$ cat config.mk
export PLATFORM = sky130hd
export DESIGN_NAME = mem_stage
export DESIGN_NICKNAME = d
export VERILOG_FILES = /design/src/rtl/cpu_defs.sv /design/src/rtl/load_align.sv /design/src/rtl/mem_stage.sv
export SDC_FILE = /design/constraint.sdc
export NUM_CORES = 1
export LEC_CHECK = 0
export ABC_AREA = 0
export BUFFER_PORTS_ARGS = -buffer_cell sky130_fd_sc_hd__buf_4
export CORE_AREA = 5 5 198 200
export CTS_BUF_LIST = sky130_fd_sc_hd__clkbuf_8
export DETAILED_ROUTE_END_ITERATION = 16
export DIE_AREA = 0 0 203 205
export PLACE_DENSITY = 0.63
export REMOVE_ABC_BUFFERS = 1
export SYNTH_ARGS = -nofsm -noshare
export SYNTH_HDL_FRONTEND = slang
export SYNTH_SLANG_ARGS = --single-unit
$ cat constraint.sdc
create_clock -name clk -period 10.6 [get_ports clk]
set_input_delay 1.06 -clock clk [delete_from_list [all_inputs] [get_ports clk]]
set_output_delay 1.06 -clock clk [all_outputs]
set_load 0.01 [all_outputs]
$ cat src/rtl/cpu_defs.sv
// Shared core definitions: pipeline bus widths, bus layouts, load-op encodings
// and exception codes.
package cpu_defs;

   localparam int EM_BUS_W = 230;
   localparam int MW_BUS_W = 211;
   localparam int CANCEL_W = 2;

   // ld_op is one-hot {b, bu, h, hu, w}
   localparam logic [4:0] LD_OP_B  = 5'b10000;
   localparam logic [4:0] LD_OP_BU = 5'b01000;
   localparam logic [4:0] LD_OP_H  = 5'b00100;
   localparam logic [4:0] LD_OP_HU = 5'b00010;
   localparam logic [4:0] LD_OP_W  = 5'b00001;

   localparam logic [5:0] ECODE_INT  = 6'h00;
   localparam logic [5:0] ECODE_ADE  = 6'h08;
   localparam logic [5:0] ECODE_ALE  = 6'h09;
   localparam logic [5:0] ECODE_SYS  = 6'h0b;
   localparam logic [5:0] ECODE_BRK  = 6'h0c;
   localparam logic [5:0] ECODE_INE  = 6'h0d;
   localparam logic [5:0] ECODE_TLBR = 6'h3f;

   typedef struct packed {
      logic [5:0]  ecode;
      logic [8:0]  esubcode;
      logic        csr_we;
      logic [13:0] csr_num;
      logic [31:0] csr_wmask;
      logic [31:0] csr_wdata;
      logic [31:0] badv;
      logic [12:0] tlb_op;
   } exc_misc_t;

   // ex_only carries store size/strobe info that EX already used for the request
   typedef struct packed {
      logic [4:0]  ld_op;
      logic        req_sent;
      logic [1:0]  addr;
      logic        rf_we;
      logic [4:0]  rf_waddr;
      logic [31:0] rf_wdata;
      logic [31:0] pc;
      logic [10:0] ex_only;
      logic        exc;
      logic        ertn;
      exc_misc_t   misc;
   } em_bus_t;

   typedef struct packed {
      logic        rf_we;
      logic [4:0]  rf_waddr;
      logic [31:0] final_wdata;
      logic [31:0] pc;
      logic        exc;
      logic        ertn;
      exc_misc_t   misc;
   } mw_bus_t;

   typedef struct packed {
      logic        load_pending;
      logic        rf_we;
      logic [4:0]  rf_waddr;
      logic [31:0] final_wdata;
   } id_bus_t;

   function automatic logic is_load(input logic [4:0] ld_op);
      return |ld_op;
   endfunction

endpackage

$ cat src/rtl/load_align.sv
// Picks the addressed byte/half out of a 32-bit read word and extends it.
module load_align (
   input  logic [31:0] rdata,
   input  logic [1:0]  addr,
   input  logic [4:0]  ld_op,
   output logic [31:0] result
);
   import cpu_defs::*;

   logic [15:0] half;
   logic [7:0]  byte_sel;

   // halves need addr[1] only; EX already trapped misaligned halfword loads
   assign half     = addr[1] ? rdata[31:16] : rdata[15:0];
   assign byte_sel = addr[0] ? half[15:8]   : half[7:0];

   always_comb begin
      result = rdata;
      case (ld_op)
         LD_OP_B:  result = {{24{byte_sel[7]}}, byte_sel};
         LD_OP_BU: result = {24'h0, byte_sel};
         LD_OP_H:  result = {{16{half[15]}}, half};
         LD_OP_HU: result = {16'h0, half};
         default:  result = rdata;
      endcase
   end

endmodule

$ cat src/rtl/mem_stage.sv
// MEM stage: holds one EX result, waits for its data-SRAM response, aligns load
// data, forwards to ID and hands the result to WB.
module mem_stage #(
   parameter int EM_BUS_W = cpu_defs::EM_BUS_W,
   parameter int MW_BUS_W = cpu_defs::MW_BUS_W,
   parameter int CANCEL_W = cpu_defs::CANCEL_W
) (
   input  logic                clk,
   input  logic                reset,
   input  logic                ex_to_mem_valid,
   input  logic [EM_BUS_W-1:0] ex_to_mem_bus,
   output logic                mem_allowin,
   output logic                mem_to_wb_valid,
   output logic [MW_BUS_W-1:0] mem_to_wb_bus,
   input  logic                wb_allowin,
   input  logic                wb_ex,
   input  logic                ertn_flush,
   input  logic                data_sram_data_ok,
   input  logic [31:0]         data_sram_rdata,
   output logic [38:0]         mem_to_id_bus,
   output logic                mem_to_ex_block
);
   import cpu_defs::*;

   localparam logic [CANCEL_W+1:0] CANCEL_MAX = {2'b00, {CANCEL_W{1'b1}}};

   em_bus_t             ex_in;
   em_bus_t             mem_r;
   logic                mem_valid;
   logic [31:0]         rdata_buf;
   logic                rdata_buf_v;
   logic [CANCEL_W-1:0] cancel_cnt;

   logic        flush;
   logic        mem_exc;
   logic        wait_data;
   logic        data_ok_eff;
   logic        ready_go;
   logic        to_wb_fire;
   logic [31:0] rdata_sel;
   logic [31:0] aligned;
   logic [31:0] final_wdata;

   assign ex_in = ex_to_mem_bus;
   assign flush = wb_ex | ertn_flush;

   assign mem_exc     = mem_r.exc;
   assign wait_data   = mem_valid & mem_r.req_sent & ~mem_exc;
   // responses are owned by cancelled instructions while cancel_cnt is non-zero
   assign data_ok_eff = (data_sram_data_ok & (cancel_cnt == '0)) | rdata_buf_v;
   assign ready_go    = ~wait_data | data_ok_eff;

   assign mem_allowin     = ~mem_valid | (ready_go & wb_allowin);
   assign mem_to_wb_valid = mem_valid & ready_go & ~flush;
   assign to_wb_fire      = mem_to_wb_valid & wb_allowin;

   always_ff @(posedge clk or posedge reset) begin
      if (reset)            mem_valid <= 1'b0;
      else if (flush)       mem_valid <= 1'b0;
      else if (mem_allowin) mem_valid <= ex_to_mem_valid;
   end

   always_ff @(posedge clk or posedge reset) begin
      if (reset)
         mem_r <= '0;
      else if (~flush & mem_allowin & ex_to_mem_valid)
         mem_r <= ex_in;
   end

   // park the response while WB stalls so the SRAM is free to answer the next request
   always_ff @(posedge clk or posedge reset) begin
      if (reset) begin
         rdata_buf_v <= 1'b0;
         rdata_buf   <= 32'h0;
      end else if (flush | to_wb_fire) begin
         rdata_buf_v <= 1'b0;
      end else if (wait_data & ~rdata_buf_v & data_sram_data_ok &
                   (cancel_cnt == '0) & ~wb_allowin) begin
         rdata_buf_v <= 1'b1;
         rdata_buf   <= data_sram_rdata;
      end
   end

   logic                cancel_mem;
   logic                cancel_ex;
   logic                cancel_dec;
   logic [CANCEL_W+1:0] cancel_sum;

   assign cancel_mem = flush & mem_valid & mem_r.req_sent & ~data_ok_eff;
   assign cancel_ex  = flush & ex_to_mem_valid & ex_in.req_sent;
   assign cancel_dec = data_sram_data_ok & (cancel_cnt != '0);
   assign cancel_sum = {2'b00, cancel_cnt}
                     + {{(CANCEL_W+1){1'b0}}, cancel_mem}
                     + {{(CANCEL_W+1){1'b0}}, cancel_ex}
                     - {{(CANCEL_W+1){1'b0}}, cancel_dec};

   always_ff @(posedge clk or posedge reset) begin
      if (reset) begin
         cancel_cnt <= '0;
      end else begin
         assert (cancel_sum <= CANCEL_MAX);
         cancel_cnt <= (cancel_sum > CANCEL_MAX) ? {CANCEL_W{1'b1}}
                                                 : cancel_sum[CANCEL_W-1:0];
      end
   end

   assign rdata_sel = rdata_buf_v ? rdata_buf : data_sram_rdata;

   load_align u_load_align (
      .rdata  (rdata_sel),
      .addr   (mem_r.addr),
      .ld_op  (mem_r.ld_op),
      .result (aligned)
   );

   assign final_wdata = is_load(mem_r.ld_op) ? aligned : mem_r.rf_wdata;

   mw_bus_t wb_out;
   id_bus_t id_out;

   always_comb begin
      wb_out             = '0;
      wb_out.rf_we       = mem_r.rf_we;
      wb_out.rf_waddr    = mem_r.rf_waddr;
      wb_out.final_wdata = final_wdata;
      wb_out.pc          = mem_r.pc;
      wb_out.exc         = mem_r.exc;
      wb_out.ertn        = mem_r.ertn;
      wb_out.misc        = mem_r.misc;
   end

   always_comb begin
      id_out              = '0;
      id_out.load_pending = mem_valid & is_load(mem_r.ld_op) & ~ready_go;
      id_out.rf_we        = mem_valid & mem_r.rf_we & ~mem_exc;
      id_out.rf_waddr     = mem_r.rf_waddr;
      id_out.final_wdata  = final_wdata;
   end

   assign mem_to_wb_bus   = wb_out;
   assign mem_to_id_bus   = id_out;
   assign mem_to_ex_block = mem_valid & (mem_exc | mem_r.ertn);

   logic unused_ex_only;
   assign unused_ex_only = ^mem_r.ex_only;

endmodule

==> results.sh, run 1 <==
export IMPL_status="complete, no violations"
export IMPL_hpwl_mm=27.4
export IMPL_syn_inst=986
export IMPL_std_cell_rows=71
export IMPL_ys_types=47
export IMPL_fin_util=0.461
export IMPL_setup_viol=0
export IMPL_dr_pass1_iters=4
export IMPL_grt_pass1_wl_mm=55.6
export IMPL_synth_ff_type="dfrtp_1"
export IMPL_ys_ff_latch=255
export IMPL_dieHeight_um=205
export IMPL_nFillCells=3333
export IMPL_cts_sinks=255
export IMPL_r2r_start="rdata_buf_v$_DFFE_PP0P_"
export IMPL_cts_tree="yes"
export IMPL_place_ws_ns=6.16
export IMPL_vias_per_cell=4.61
export IMPL_cts_root_buf="clkbuf_8"
export IMPL_grt_pass1_vias=9148
export IMPL_fmax_mhz=228
export IMPL_highest_layer="met4"
export IMPL_fin_setup_tns_ns=0
export IMPL_core_sq_um=37200
export IMPL_hold_viol=0
export IMPL_wl_met2_mm=18.8
export IMPL_ys_seq_area_frac=0.458
export IMPL_ys_top_cells_by_area="dfrtp_1 46%, mux2_4 23%, buf_4 12%"
export IMPL_numPortBuffers=510
export IMPL_min_period_over_period=0.413
export IMPL_clkSlewWorstSetupHoldPaths_ns=0.06
export IMPL_synth_top_cell_by_area="dfrtp_1"
export IMPL_die_x_um=203
export IMPL_cts_buffer_depth=3
export IMPL_wl_mm=36.9
export IMPL_insertion_delay_ns=0.55
export IMPL_hp_class="reg -> reg"
export IMPL_synth_top_area_share=0.458
export IMPL_cts_inserted_buffers=46
export IMPL_first_iter_violations=267
export IMPL_hp_start="mem_to_wb_bus[4]$_DFFE_PP0P_"
export IMPL_ctsHoldBuffers=0
export IMPL_required_ns=9.54
export IMPL_synthArstFlopShare=1.00
export IMPL_p_total_mw=3.24
export IMPL_initial_core_util=0.374
export IMPL_nNetsFinal=1558
export IMPL_yosys_warnings=0
export IMPL_num_vias=8275
export IMPL_maxSlewHeadroom=0.308
export IMPL_cts_setup_buffers=0
export IMPL_max_cap_viol_count=0
export IMPL_syn_to_final_growth_pct=23.2
export IMPL_dr_wl_met3_mm=3.11
export IMPL_ant_nets=0
export IMPL_io_pins=522
export IMPL_layout_common_cells="518 x buf_4, 254 x dfrtp_1, 210 x mux2_4"
export IMPL_cp_max_fo=19
export IMPL_grt_max_degree=138
export IMPL_wl_met1_mm=14.3
export IMPL_drive_gt1_frac=0.647
export IMPL_die_area_sq_um=41600
export IMPL_gp_congestion=0.805
export IMPL_finalMaxSlewViolations=0
export IMPL_rsz0062_at_grt="false"
export IMPL_final_critical_path_setup_slack_ns=6.22
export IMPL_hold_depth=1
export IMPL_ctsResizeCount=0
export IMPL_holdWs_ns=0.485
export IMPL_worstPathArrival_ns=3.32
export IMPL_synth_edff_count=0
export IMPL_finClkSkew_ns=0.0141
export IMPL_start_kind="flop"
export IMPL_cp_startpoint="mem_r[223]$_DFFE_PP0P_"
export IMPL_synthesis_area_sq_um=13900
export IMPL_power_density_nw_per_um2=189
export IMPL_peakVddDrop_v=0.000112
export IMPL_worst_setup_path_end_kind="output port"
export IMPL_antenna_found_initial=0
export IMPL_worst_pin_slew_ns=1.04
export IMPL_ff2ff_path_depth=8
export IMPL_finalCriticalPeriod_ns=4.38
export IMPL_grt_overflow_total=0
export IMPL_path_class="reg -> out"
export IMPL_final_common_cell="buf_4"
export IMPL_grt_use_total=0.170
export IMPL_htree_levels=2
export IMPL_drc=0
export IMPL_avgSynthCellArea_sq_um=14.1
export IMPL_p_leak_nw=8.40
export IMPL_wl_per_cell_um=20.6
[worst max-delay path, cell delays in order, from the launching register on]
cell and delay [ns]:
dfrtp_1 0.99, mux2i_1 0.23, a22oi_1 0.21, nand3_1 0.12
a21oi_1 0.73, o22a_1 0.35, buf_4 0.15
[Yosys cell counts (4+ instances only)]
cell	n
o22a_1	25
buf_2	14
o21ai_1	5
mux2i_1	32
nor2_1	26
o22ai_1	9
inv_1	16
o21ai_0	6
a211oi_1	4
mux2_4	210
buf_6	4
nand3_1	5
nand2_1	13
dfrtp_1	255
buf_4	216
buf_12	22
a21oi_1	9
mux4_2	14
mux2_1	13
clkbuf_1	10
mux2_2	35
[cell families after synthesis]
kind of cell	after synthesis	synth area share
AO/OA/AOI/OAI	70	0.0360
XOR/XNOR	3	0.00189
adder cells (fa/ha/maj)	4	0.00467
buffers and inverters	284	0.164
flip-flops	255	0.458
multiplexers	304	0.311
AND/OR/NAND/NOR	66	0.0253
[registers in the layout, summed over array words and instances (netlist names)]
signal,cells
mem_to_wb_bus,173
mem_r,40
rdata_buf,32
mem_to_id_bus,5
cancel_cnt,2
mem_exc,1
mem_valid,1
rdata_buf_v,1
[power by group]
part | switching [mW] | internal [mW]
combinational | 0.426 | 0.617
sequential | 0.129 | 1.15
clock | 0.414 | 0.506
[metal layers]
metal	track usage	vias to the layer above
li1	-	3806
met1	0.200	4100
met2	0.299	325
met3	0.0594	44
met4	0.0419	0
met5	0	-
[worst paths after layout]
| check | slack (ns) | endpoint |
|---|---|---|
| max in group asynchronous | 7.59 | mem_to_wb_bus[131]$_DFFE_PP0P_ |
| worst max register to register | 6.43 | mem_to_wb_bus[69]$_DFFE_PP0P_ |
| worst min register to register | 0.48 | mem_to_wb_bus[4]$_DFFE_PP0P_ |
| worst max-delay path | 6.22 | mem_to_id_bus[8] |
| min in group asynchronous | 0.66 | mem_to_wb_bus[15]$_DFFE_PP0P_ |
| worst min-delay path | 0.48 | mem_to_wb_bus[4]$_DFFE_PP0P_ |
[stage by stage]
stage          instance area [sq um]  cells
2_1_floorplan                  11700    718
3_3_place_gp                   16200   1711
3_5_place_dp                   16200   1711
4_1_cts                        17200   1794
5_1_grt                        17200   1794
6_report                       17200   1795
[final cells by class]
type	instances	area, sq um	share of cell area
Multi-Input combinational cell	447	5290	0.308
Clock inverter	23	101	0.00590
Timing Repair Buffer	519	3910	0.228
Antenna cell	1	2.50	0.000146
Clock buffer	60	826	0.0481
Sequential cell	255	6380	0.372
Inverter	16	67.6	0.00393
Tap cell	474	593	0.0345
Power figures use the tool's default switching activity.
==> inputs of run 2 (changes only) <==
--- a/config.mk
+++ b/config.mk
@@ -7,10 +7,10 @@
 export LEC_CHECK = 0
 export ABC_AREA = 0
 export BUFFER_PORTS_ARGS = -buffer_cell sky130_fd_sc_hd__buf_4
-export CORE_AREA = 5 5 198 200
+export CORE_AREA = 5 5 202 204
 export CTS_BUF_LIST = sky130_fd_sc_hd__clkbuf_8
 export DETAILED_ROUTE_END_ITERATION = 16
-export DIE_AREA = 0 0 203 205
+export DIE_AREA = 0 0 207 209
 export PLACE_DENSITY = 0.63
 export REMOVE_ABC_BUFFERS = 1
 export SYNTH_ARGS = -nofsm -noshare
==> constraint.sdc (replaced) <==
create_clock -name clk -period 3.83 [get_ports clk]
set_input_delay 0.383 -clock clk [delete_from_list [all_inputs] [get_ports clk]]
set_output_delay 0.383 -clock clk [all_outputs]
set_load 0.01 [all_outputs]
==> results.sh, run 2 (same netlist as run 1, synthesis figures left out) <==
export IMPL_slowest_delay_ns=0.55
export IMPL_initial_core_util=0.357
export IMPL_cts_inserted_buffers=47
export IMPL_p_leak_nw=9.55
export IMPL_power_density_nw_per_um2=474
export IMPL_setup_viol=0
export IMPL_ant_nets=0
export IMPL_finClkSkew_ns=0.0147
export IMPL_path_class="reg -> out"
export IMPL_cts_buffer_depth=3
export IMPL_worst_setup_path_end_kind="output port"
export IMPL_vias_per_cell=4.52
export IMPL_status="complete, no violations"
export IMPL_ctsResizeCount=0
export IMPL_reg2reg_slack_ns=0.92
export IMPL_place_ws_ns=0.877
export IMPL_cts_tree="yes"
export IMPL_numPortBuffers=510
export IMPL_place_area_sq_um=16500
export IMPL_maxSlewHeadroom=0.289
export IMPL_die_x_um=207
export IMPL_core_sq_um=39100
export IMPL_worst_pin_slew_ns=1.07
export IMPL_grt_pass1_wl_mm=63.2
export IMPL_htree_levels=2
export IMPL_nFillCells=3262
export IMPL_path_depth=6
export IMPL_start_kind="flop"
export IMPL_hold_depth=2
export IMPL_max_cap_viol_count=0
export IMPL_wl_per_cell_um=19.3
export IMPL_fin_setup_tns_ns=0
export IMPL_holdPathEnd="rdata_buf[3]$_DFFE_PP0P_"
export IMPL_drc=0
export IMPL_final_critical_path_setup_slack_ns=0.357
export IMPL_dr_pass1_iters=4
export IMPL_antenna_found_initial=1
export IMPL_hold_viol=0
export IMPL_r2r_start="rdata_buf_v$_DFFE_PP0P_"
export IMPL_insertion_delay_ns=0.59
export IMPL_grt_overflow_total=0
export IMPL_first_iter_violations=429
export IMPL_grt_max_degree=121
export IMPL_worstPathArrival_ns=3.09
export IMPL_clkSlewWorstSetupHoldPaths_ns=0.06
export IMPL_final_common_cell="buf_4"
export IMPL_drive_gt1_frac=0.550
export IMPL_hp_class="in -> reg"
export IMPL_peakVddDrop_v=0.000268
export IMPL_dp_cells=1777
export IMPL_grt_use_total=0.182
export IMPL_grt_pass1_vias=10800
export IMPL_hpwl_mm=28.0
export IMPL_io_pins=522
export IMPL_slowest_stage="nor2_1"
export IMPL_ff2ff_path_depth=6
export IMPL_fmax_mhz=288
export IMPL_fin_area_sq_um=20000
export IMPL_min_period_over_period=0.907
export IMPL_seq_area_sq_um=6380
export IMPL_gp_congestion=0.845
export IMPL_required_ns=3.45
export IMPL_largest_reg_flops=173
export IMPL_crit_buf_inv=1
export IMPL_cp_top_family="simple AND/OR/NAND/NOR gates"
export IMPL_std_cell_rows=73
export IMPL_wl_mm=40.8
export IMPL_nNetsFinal=1822
export IMPL_rr_endpoint="mem_to_wb_bus[132]$_DFFE_PP0P_"
export IMPL_dieHeight_um=209
export IMPL_finalMaxSlewViolations=0
export IMPL_finalCriticalPeriod_ns=3.47
export IMPL_cp_max_fo=13
export IMPL_p_total_mw=9.45
export IMPL_multi_input_area_sq_um=5290
export IMPL_hp_start="data_sram_rdata[3]"
export IMPL_cts_sinks=255
export IMPL_cp_cell_sequence="xnor2_1 > or4_1 > nor2_1 > a221oi_1 > a21oi_1 > buf_4"
export IMPL_syn_to_final_growth_pct=43.2
export IMPL_layout_common_cells="529 x buf_4, 254 x dfrtp_1, 248 x dlygate4sd3_1"
export IMPL_rsz0062_at_grt="false"
export IMPL_cts_root_buf="clkbuf_8"
export IMPL_holdWs_ns=0.0651
export IMPL_stdcell_count=2112
export IMPL_die_area_sq_um=43300
export IMPL_num_vias=9543
export IMPL_fin_util=0.510
==> run 2: cell count changes in the layout (fill, tap and decap cells not counted) <==
cell           previous run  this run
dlygate4sd3_1             0       248
buf_4                   518       529
buf_12                    1         5
bufinv_16                 0         2
clkinv_2                  6         4
clkinvlp_4                2         4
diode_2                   1         2
inv_1                    30        29
inv_6                     0         1
==> run 2: how the worst max path moves through the flow <==
stage | start | to
3_5_place_dp | rdata_buf_v$_DFFE_PP0P_ | mem_to_wb_bus[154]$_DFFE_PP0P_
3_3_place_gp | rdata_buf_v$_DFFE_PP0P_ | mem_to_wb_bus[82]$_DFFE_PP0P_
4_1_cts | mem_r[229]$_DFFE_PP0P_ | mem_to_id_bus[6]
6_report | mem_r[229]$_DFFE_PP0P_ | mem_to_id_bus[0]
2_1_floorplan | rdata_buf_v$_DFFE_PP0P_ | mem_exc$_DFFE_PP0P_
5_1_grt | mem_r[229]$_DFFE_PP0P_ | mem_to_id_bus[0]
==> run 2: cell type report <==
type                            count  share of cell area
Inverter                           16             0.00339
Timing Repair Buffer              782               0.328
Clock buffer                       60              0.0414
Multi-Input combinational cell    447               0.265
Sequential cell                   255               0.320
Tap cell                          525              0.0329
Antenna cell                        2            0.000251
Clock inverter                     25             0.00859
==> run 2: report_power, final <==
part           leakage [nW]  total (mW)  switching [mW]  internal (mW)
Combinational          5.91        3.16            1.27           1.89
Sequential             3.08        3.54           0.358           3.18
Clock                 0.555        2.75            1.20           1.55
==> run 2: repair_timing <==
| item | in CTS | in global routing |
|---|---|---|
| buffers inserted | 0 | 0 |
| hold endpoints to repair | 304 | 0 |
| hold buffers | 248 | 0 |
==> run 2: routing by layer <==
layer	wire [um]	part of all wire	vias to the layer above	GRT usage
li1	-	-	4346	-
met1	16000	0.39	4725	0.213
met2	20400	0.50	392	0.318
met3	2720	0.067	80	0.0470
met4	1580	0.039	0	0.0748
met5	0	0	-	0
